==> config.mk <==
export PLATFORM = sky130hd
export DESIGN_NAME = time_of_day_hms
export DESIGN_NICKNAME = d
export VERILOG_FILES = /design/src/rtl/time_of_day_hms.sv
export SDC_FILE = /design/constraint.sdc
export NUM_CORES = 1
export LEC_CHECK = 0
export BUFFER_PORTS_ARGS = -buffer_cell sky130_fd_sc_hd__buf_2
export CORE_ASPECT_RATIO = 1.1
export CORE_UTILIZATION = 25
export CTS_CLUSTER_DIAMETER = 40
export DETAILED_ROUTE_END_ITERATION = 8
export PLACE_DENSITY = 0.47
export SKIP_LAST_GASP = 1
export SYNTH_ARGS = -nofsm -noshare
export SYNTH_HDL_FRONTEND = slang
export SYNTH_SLANG_ARGS = --single-unit
==> constraint.sdc <==
create_clock -name clk -period 2.1 [get_ports clk]
set_input_delay 0.21 -clock clk [delete_from_list [all_inputs] [get_ports clk]]
set_output_delay 0.21 -clock clk [all_outputs]
set_load 0.02 [all_outputs]
==> src/rtl/time_of_day_hms.sv <==
// 24-hour time-of-day counter: 1 Hz prescaler, sec/min/hour fields, manual edit,
// and a registered end-of-day pulse feeding the date group.

module time_of_day_hms_field #(
  parameter int W   = 6,
  parameter int MAX = 59
) (
  input  logic [W-1:0] cur,
  input  logic         man,
  input  logic         inc,
  input  logic         dec,
  input  logic         clr,
  input  logic         adv,
  output logic [W-1:0] nxt,
  output logic         wrap
);
  localparam logic [W-1:0] TOP = W'(MAX);

  always_comb begin
    nxt  = cur;
    wrap = 1'b0;
    if (man) begin
      // Manual edits wrap inside the field and never carry to the next one.
      if (clr)
        nxt = '0;
      else if (inc && !dec)
        nxt = (cur >= TOP) ? '0 : cur + 1'b1;
      else if (dec && !inc)
        nxt = (cur == '0) ? TOP : (cur > TOP) ? '0 : cur - 1'b1;
    end else if (adv) begin
      nxt  = (cur >= TOP) ? '0 : cur + 1'b1;
      wrap = (cur == TOP);
    end
  end
endmodule

module time_of_day_hms #(
  parameter int DIV   = 50000000,
  parameter int DIV_W = $clog2(DIV)
) (
  input  logic       clk,
  input  logic       rst,
  input  logic       run_en,
  input  logic       inc_h,
  input  logic       dec_h,
  input  logic       inc_m,
  input  logic       dec_m,
  input  logic       clr_s,
  output logic [5:0] sec,
  output logic [5:0] min,
  output logic [4:0] hour,
  output logic       tick_1hz,
  output logic       eod_pulse
);
  localparam logic [DIV_W-1:0] PRE_MAX = DIV_W'(DIV - 1);

  logic [DIV_W-1:0] pre_q, pre_d;
  logic [5:0]       sec_q, sec_d, min_q, min_d;
  logic [4:0]       hour_q, hour_d;
  logic             pend_q, pend_d;
  logic             tick_q, tick_d;
  logic             eod_q, eod_d;
  logic             tick, edit, adv;
  logic             sec_wrap, min_wrap, hour_wrap;

  always_comb begin
    tick   = run_en && (pre_q == PRE_MAX);
    pre_d  = pre_q;
    if (run_en)
      pre_d = (pre_q == PRE_MAX) ? '0 : pre_q + 1'b1;
    edit   = inc_h | dec_h | inc_m | dec_m | clr_s;
    adv    = !edit && (tick || pend_q);
    pend_d = pend_q;
    // A tick lost to an edit waits in pend; a second one coinciding with a
    // pending advance keeps pend set so neither second is dropped.
    if (edit)
      pend_d = pend_q | tick;
    else if (adv)
      pend_d = tick & pend_q;
    tick_d = adv;
    eod_d  = adv & hour_wrap;
  end

  time_of_day_hms_field #(.W(6), .MAX(59)) u_sec (
    .cur(sec_q), .man(edit), .inc(1'b0), .dec(1'b0), .clr(clr_s),
    .adv(adv), .nxt(sec_d), .wrap(sec_wrap)
  );

  time_of_day_hms_field #(.W(6), .MAX(59)) u_min (
    .cur(min_q), .man(edit), .inc(inc_m), .dec(dec_m), .clr(1'b0),
    .adv(sec_wrap), .nxt(min_d), .wrap(min_wrap)
  );

  time_of_day_hms_field #(.W(5), .MAX(23)) u_hour (
    .cur(hour_q), .man(edit), .inc(inc_h), .dec(dec_h), .clr(1'b0),
    .adv(min_wrap), .nxt(hour_d), .wrap(hour_wrap)
  );

  always_ff @(posedge clk or posedge rst) begin
    if (rst) begin
      pre_q  <= '0;
      sec_q  <= '0;
      min_q  <= '0;
      hour_q <= '0;
      pend_q <= 1'b0;
      tick_q <= 1'b0;
      eod_q  <= 1'b0;
    end else begin
      pre_q  <= pre_d;
      sec_q  <= sec_d;
      min_q  <= min_d;
      hour_q <= hour_d;
      pend_q <= pend_d;
      tick_q <= tick_d;
      eod_q  <= eod_d;
    end
  end

  assign sec       = sec_q;
  assign min       = min_q;
  assign hour      = hour_q;
  assign tick_1hz  = tick_q;
  assign eod_pulse = eod_q;
endmodule

* Word level (Yosys, flattened, before mapping)
Index checks and enable logic that the tools add are counted.
Storage, ports and cells: register bits 46, bits of input ports 8, output and inout bits 19, word-level logic and storage cells 79
Cells by class: add/sub/neg operators 6, $lt $le $gt $ge 5, equality and inequality tests 7, muxes and demuxes 27, bitwise operators 7, reductions and logical operators 20
Operators with widths (count):
- 2-to-1 mux 6 bit | 11
- 2-to-1 mux 5 bit | 7
- adder 26 x 1 -> 26 bit (second input constant) | 1
- equality test 26 bit (second input constant) | 1
- 2-to-1 mux 26 bit | 1
- adder 6 x 1 -> 6 bit (second input constant) | 2
- equality test 6 bit (second input constant) | 2
- greater-or-equal comparator 6 bit (second input constant) | 2
- 2-to-1 mux 1 bit | 8
- greater-than comparator 6 bit (second input constant) | 1
- logical AND 1 bit | 6
- logical NOT 6 bit | 1
- inequality test 3 x 1 -> 1 bit (second input constant) | 2
- AND reduction 2 bit | 3
- nonzero test 2 bit | 3
- subtractor 6 x 1 -> 6 bit (second input constant) | 1
- adder 5 x 1 -> 5 bit (second input constant) | 1
- equality test 5 bit (second input constant) | 1
- greater-or-equal comparator 5 bit (second input constant) | 1
- greater-than comparator 5 bit (second input constant) | 1
- logical NOT 1 bit | 5
- logical NOT 5 bit | 1
- bitwise OR 1 bit | 5
- subtractor 5 x 1 -> 5 bit (second input constant) | 1
- 3 further kinds | 4

* Depth between registers and ports, before layout
word-level depth 13, mapped depth 8, mapped depth without buffers 8

* Hierarchy
A second synthesis with hierarchy kept.
Unflattened totals: cells, all modules 434, area total of the unflattened synthesis 3676.0 µm²
By module, submodules not included:
- time_of_day_hms | instances 1, cells each 162, area an instance 1886.8 µm², seq. area each 1151.1 µm²
- time_of_day_hms_field (u_min ...) | instances 2, cells each 92, area an instance 584.3 µm², seq. area each 0.0 µm²
- time_of_day_hms_field (u_hour) | instances 1, cells each 88, area an instance 620.6 µm², seq. area each 0.0 µm²

* Worst setup path after synthesis
No wires, ideal clock.
path kind register to register, start register pre_q[0], end register min_q[4], in the netlist min[4], setup time 121 ps, data arrival time 2097 ps, required time 1979 ps, setup slack -118 ps, stages on the path, launching flop included 8, buffers on the path 0, clock period less this slack 2218 ps, cell sequence dfrtp_1 ha_1 nand3_2 or2_4 o31a_1 o41ai_4 o21ai_1 a22o_1
Between the ends: word-level cells in the longest chain between the ends 8
Ends and longest elaborated chain:
- from (decl) | RTL line 57 | logic [DIV_W-1:0] pre_q, pre_d;
- from (signal assigned) | RTL line 109 | pre_q <= pre_d;
- equality test 26 bit | RTL line 67 | tick = run_en && (pre_q == PRE_MAX);
- logical AND 1 bit | RTL line 67
- logical OR 1 bit | RTL line 72 | adv = !edit && (tick || pend_q);
- logical AND 1 bit | RTL line 72
- 2-to-1 mux 1 bit | RTL line 30 | end else if (adv) begin
- 2-to-1 mux 1 bit | RTL line 22 | if (man) begin
- nonzero test 2 bit (no source line)
- AND reduction 2 bit (no source line)
- to (signal assigned) | RTL line 111 | min_q <= min_d;
- to (decl) | RTL line 58 | logic [5:0] sec_q, sec_d, min_q, min_d;
Every way passes these cells. A chain may end at the register's enable or synchronous reset.

* Final worst setup path
start register pre_q[16], end register min_q[4], in the netlist min[4]
Same word-level chain as after synthesis.

==> qor_table.md <==
| Stage | Quantity | This run |
|---|---|---|
| status | Status | finished clean |
| sta | Highest achievable clock rate | 479 MHz |
| grt | Global routing's busiest layer | met2 |
| setup path | Register-to-register setup slack | 10 ps |
| clock network | Number of clock buffers inserted by TritonCTS | 5 |
| run | Number of max-cap violations | 0 |
| logic synthesis | Mapped Nets | 329 |
| grt | Maximum number of pins on one net before global-route repair | 20 |
| min path | Hold-critical path depth | 3 |
| power | Worst IR drop on VDD | 436 uV |
| die | Die boundary height | 113 um |
| cells and area | # nets final | 395 |
| sta | Final cycle utilization of the critical path | 99.4% |
| grt | Total routing usage reported by global routing | 12.3% |
| power | Pwr dens | 981 nW/um^2 |
| sta | Final critical path time including I/O delays and setup | 2090 ps |
| logic synthesis | Most numerous cell types in the synthesized netlist | 46 x sky130_fd_sc_hd__dfrtp_1, 40 x sky130_fd_sc_hd__nor2_1, 31 x sky130_fd_sc_hd__nand2_1 |
| logic synthesis | Biggest area contributors in the synthesized netlist | sky130_fd_sc_hd__dfrtp_1 41%, sky130_fd_sc_hd__nor2_1 5.4%, sky130_fd_sc_hd__xnor2_1 5.3%, sky130_fd_sc_hd__o21ai_0 4.5%, sky130_fd_sc_hd__nand2_1 4.2% |
| sta | Worst relative slew slack | 56.7% |
| grt | Routing usage on met2 | 20.4% |
| route | Vias per Instance | 4.62 |
| setup path | Stage delay of the slowest cell on the critical path | 400 ps |
| setup path | Crit path buf inv count | 1 |
| route | First drt pass iteration count | 5 |
| logic synthesis | Library cells used by synthesis | 58 |
| clock network | Bufs on Longest Clock Path | 2 |
| setup path | Endpoint of the lowest-slack register-to-register path | min[4] |
| cells and area | Filler Cell Count | 1,186 |
| logic synthesis | Post-synth top area cell | sky130_fd_sc_hd__dfrtp_1 |
| sta | Slew Limit Fails | 0 |
| die | Initial Utilization | 25.6% |
| logic synthesis | Count of warnings emitted by yosys | 0 |
| setup path | Largest fanout of any net on the critical path | 10 |
| cells and area | Antenna Diode Count | 0 |
| route | Remaining design rule violation count | 0 |
| cells and area | Area growth, synth to finish | 27.2% |
| logic synthesis | Async set-or-reset flop fraction in the synthesized netlist | 100% |
| placed design | Count of input and output buffers | 26 |
| clock network | CTS H-Tree Depth | 2 |
| placed design | DP Area | 3350 um^2 |
| sta | Total Neg Setup Slack | 0 ps |
| die | Number of standard-cell rows in the floorplan | 40 |
| sta | Worst slack on hold paths | 251 ps |
| placed design | Dpl hpwl | 4980 um |
| die | Core region area | 10,900 um^2 |
| placed design | Placer congestion estimate | 0.839 |
| logic synthesis | Most repeated cell in the gate-level netlist after synthesis | sky130_fd_sc_hd__dfrtp_1 |
| clock network | Buffers inserted by post-CTS timing repair | 0 |
| min path | Class of the tightest hold or removal check | in2reg |
| logic synthesis | Sequential share of the synthesized area | 41.2% |
| min path | Hold wc startpoint | run_en |
| min path | Hold worst-path end | pre_q[2] |
| setup path | CP Class | reg2reg |
| clock network | CTS tree | yes |
| sta | Number of failing setup endpoints in the final timing report | 0 |
| cells and area | Register area | 1150 um^2 |
| grt | Total global routing overflow | 0 |
| cells and area | Multi-input combinational cell area | 1560 um^2 |
| logic synthesis | Post-Synthesis Cell Area | 2790 um^2 |
| setup path | Critical Path, Cell by Cell | nor4b_4 > nand3_1 > o31a_1 > o41ai_4 > buf_6 > o21ai_1 > a22o_1 |
| logic synthesis | Yosys top cell area share | 41.2% |
| die | Number of I/O pins | 27 |
| sta | RSZ-0062 raised after global routing | yes |
| route | Drt initial violations | 68 |
| setup path | Arrival @ worst endpoint | 2260 ps |
| power | Total power | 3480 uW |
| grt | Vias in the first global route | 2,383 |
| power | Leakage | 0.00158 uW |
| setup path | Type of element capturing the critical path | flop |
| logic synthesis | Number of register bits inferred by synthesis | 46 |
| setup path | Worst path top cell family by delay | compound AO/OA/AOI/OAI gates |
| route | Routed wire length | 6510 um |
| grt | Met3 track utilization from global routing | 2.04% |
| cells and area | Share of layout cells above drive strength 1 | 23.9% |
| grt | GRT met1 Usage | 16.1% |
| setup path | Cell with the largest stage delay on the worst path | sky130_fd_sc_hd__dfrtp_1 |
| logic synthesis | Count of flip-flops with a built-in enable after synthesis | 0 |
| clock network | Clock-pin slew on the worst setup and hold paths | 60 ps |
| die | Die extent in x | 103 um |
| clock network | Clock root buffer | sky130_fd_sc_hd__clkbuf_16 |
| die | Die Outline Area | 11,600 um^2 |
| logic synthesis | Number of cells produced by synthesis | 314 |
| sta | Actual transition at the worst max-transition pin | 649 ps |
| sta | Hold violation total from the final report | 0 |
| logic synthesis | Top FF cell, synth | sky130_fd_sc_hd__dfrtp_1 |
| route | Number of nets with antenna violations after routing | 0 |
| grt | Number of antenna violations at the first check in global routing | 0 |
| logic synthesis | Syn Area/Cell | 8.89 um^2 |
| clock network | Total clock sinks | 46 |
| sta | Setup Skew | 3.64 ps |
| setup path | Reg-to-reg critical path startpoint | pre_q[16] |
| route | Count of vias placed by the detailed router | 2,437 |
| route | Routed wirelength normalized by instance count | 12.3 um |
| grt | Global-route wire length before repair | 11,300 um |
| setup path | Length in cells of the worst reg-to-reg path | 7 |
| setup path | Worst Path Required | 2270 ps |
| setup path | Category of the worst setup path launch point | flop |
| clock network | Clock Latency Late Sink | 280 ps |
| cells and area | Final Instance Area | 3550 um^2 |
[cell usage in the layout, fill, tap and decap left out, types with 9 or more instances in the layout]
cell type / n
sky130_fd_sc_hd__nor2_1: 39
sky130_fd_sc_hd__nor3_1: 12
sky130_fd_sc_hd__o21ai_0: 23
sky130_fd_sc_hd__nand3_1: 20
sky130_fd_sc_hd__nand2_1: 31
sky130_fd_sc_hd__xnor2_1: 17
sky130_fd_sc_hd__buf_4: 40
sky130_fd_sc_hd__dfrtp_1: 46
sky130_fd_sc_hd__a21oi_1: 10
sky130_fd_sc_hd__buf_2: 26
sky130_fd_sc_hd__inv_1: 9
[report_power, final]
part / total, uW / switching, uW / internal (uW)
Combinational: 1310 / 723 / 590
Clock: 889 / 326 / 563
Sequential: 1280 / 233 / 1050
Total: 3480 / 1280 / 2200
[worst max path at each step]
stage	from	to	slack, ps	cells after the start
detailed placement	pre_q[16]	min[4]	-3	7
global route	pre_q[18]	min[4]	-130	7
CTS	pre_q[1]	hour[4]	-7	8
floorplan	pre_q[16]	min[4]	-20	6
finish	pre_q[16]	min[4]	10	7
global placement	pre_q[0]	hour[4]	-20	8
[registers in the layout (all words and copies together) (netlist names)]
register	flops
pend_q	1
min	6
sec	6
eod_pulse	1
pre_q	26
tick_1hz	1
hour	5
[per-layer routing]
metal / vias up / wire length [um]
met3: 8 / 160
met1: 1128 / 3200
met2: 38 / 3080
li1: 1263 / -
met4: 0 / 75
met5: - / 0
[stage by stage]
| stage | util (%) | setup slack [ps] | cells |
|---|---|---|---|
| floorplan | - | -19.1 | 314 |
| global placement | 30.7 | -15.4 | 519 |
| finish | 32.5 | 12.2 | 528 |
| global route | 32.5 | -128 | 528 |
| detailed placement | 30.7 | -2.74 | 519 |
| CTS | 32.4 | -6.62 | 528 |
[layout make-up]
| type | instances | area share, % |
|---|---|---|
| Multi-Input combinational cell | 249 | 44.0 |
| Inverter | 10 | 1.06 |
| Timing Repair Buffer | 68 | 12.7 |
| Clock buffer | 7 | 3.74 |
| Tap cell | 147 | 5.18 |
| Clock inverter | 1 | 0.846 |
| Sequential cell | 46 | 32.4 |
[cell families (layout without fill, tap and decap cells)]
group / Yosys count / in the layout / share of synthesized area (%)
AND/OR/NAND/NOR: 141 / 141 / 25.3
buffers and inverters: 19 / 86 / 3.76
XOR/XNOR: 25 / 25 / 7.84
adder cells (fa/ha/maj): 8 / 8 / 3.50
AO/OA/AOI/OAI: 73 / 73 / 17.6
multiplexers: 2 / 2 / 0.717
flip-flops: 46 / 46 / 41.2
[worst reg2reg max path: stages, from the launching register on]
cell                      delay (ps)
sky130_fd_sc_hd__dfrtp_1         400
sky130_fd_sc_hd__nor4b_4         290
sky130_fd_sc_hd__nand3_1         170
sky130_fd_sc_hd__o31a_1          370
sky130_fd_sc_hd__o41ai_4         300
sky130_fd_sc_hd__buf_6           180
sky130_fd_sc_hd__o21ai_1          80
sky130_fd_sc_hd__a22o_1          180
[repair_timing]
item	CTS	global route
pin swaps	0	2
gates resized for setup	1	6
hold endpoints to repair	13	0
hold buffers	1	0
setup endpoints to repair	2	18
No activity file was read; power rests on OpenSTA's default activity.
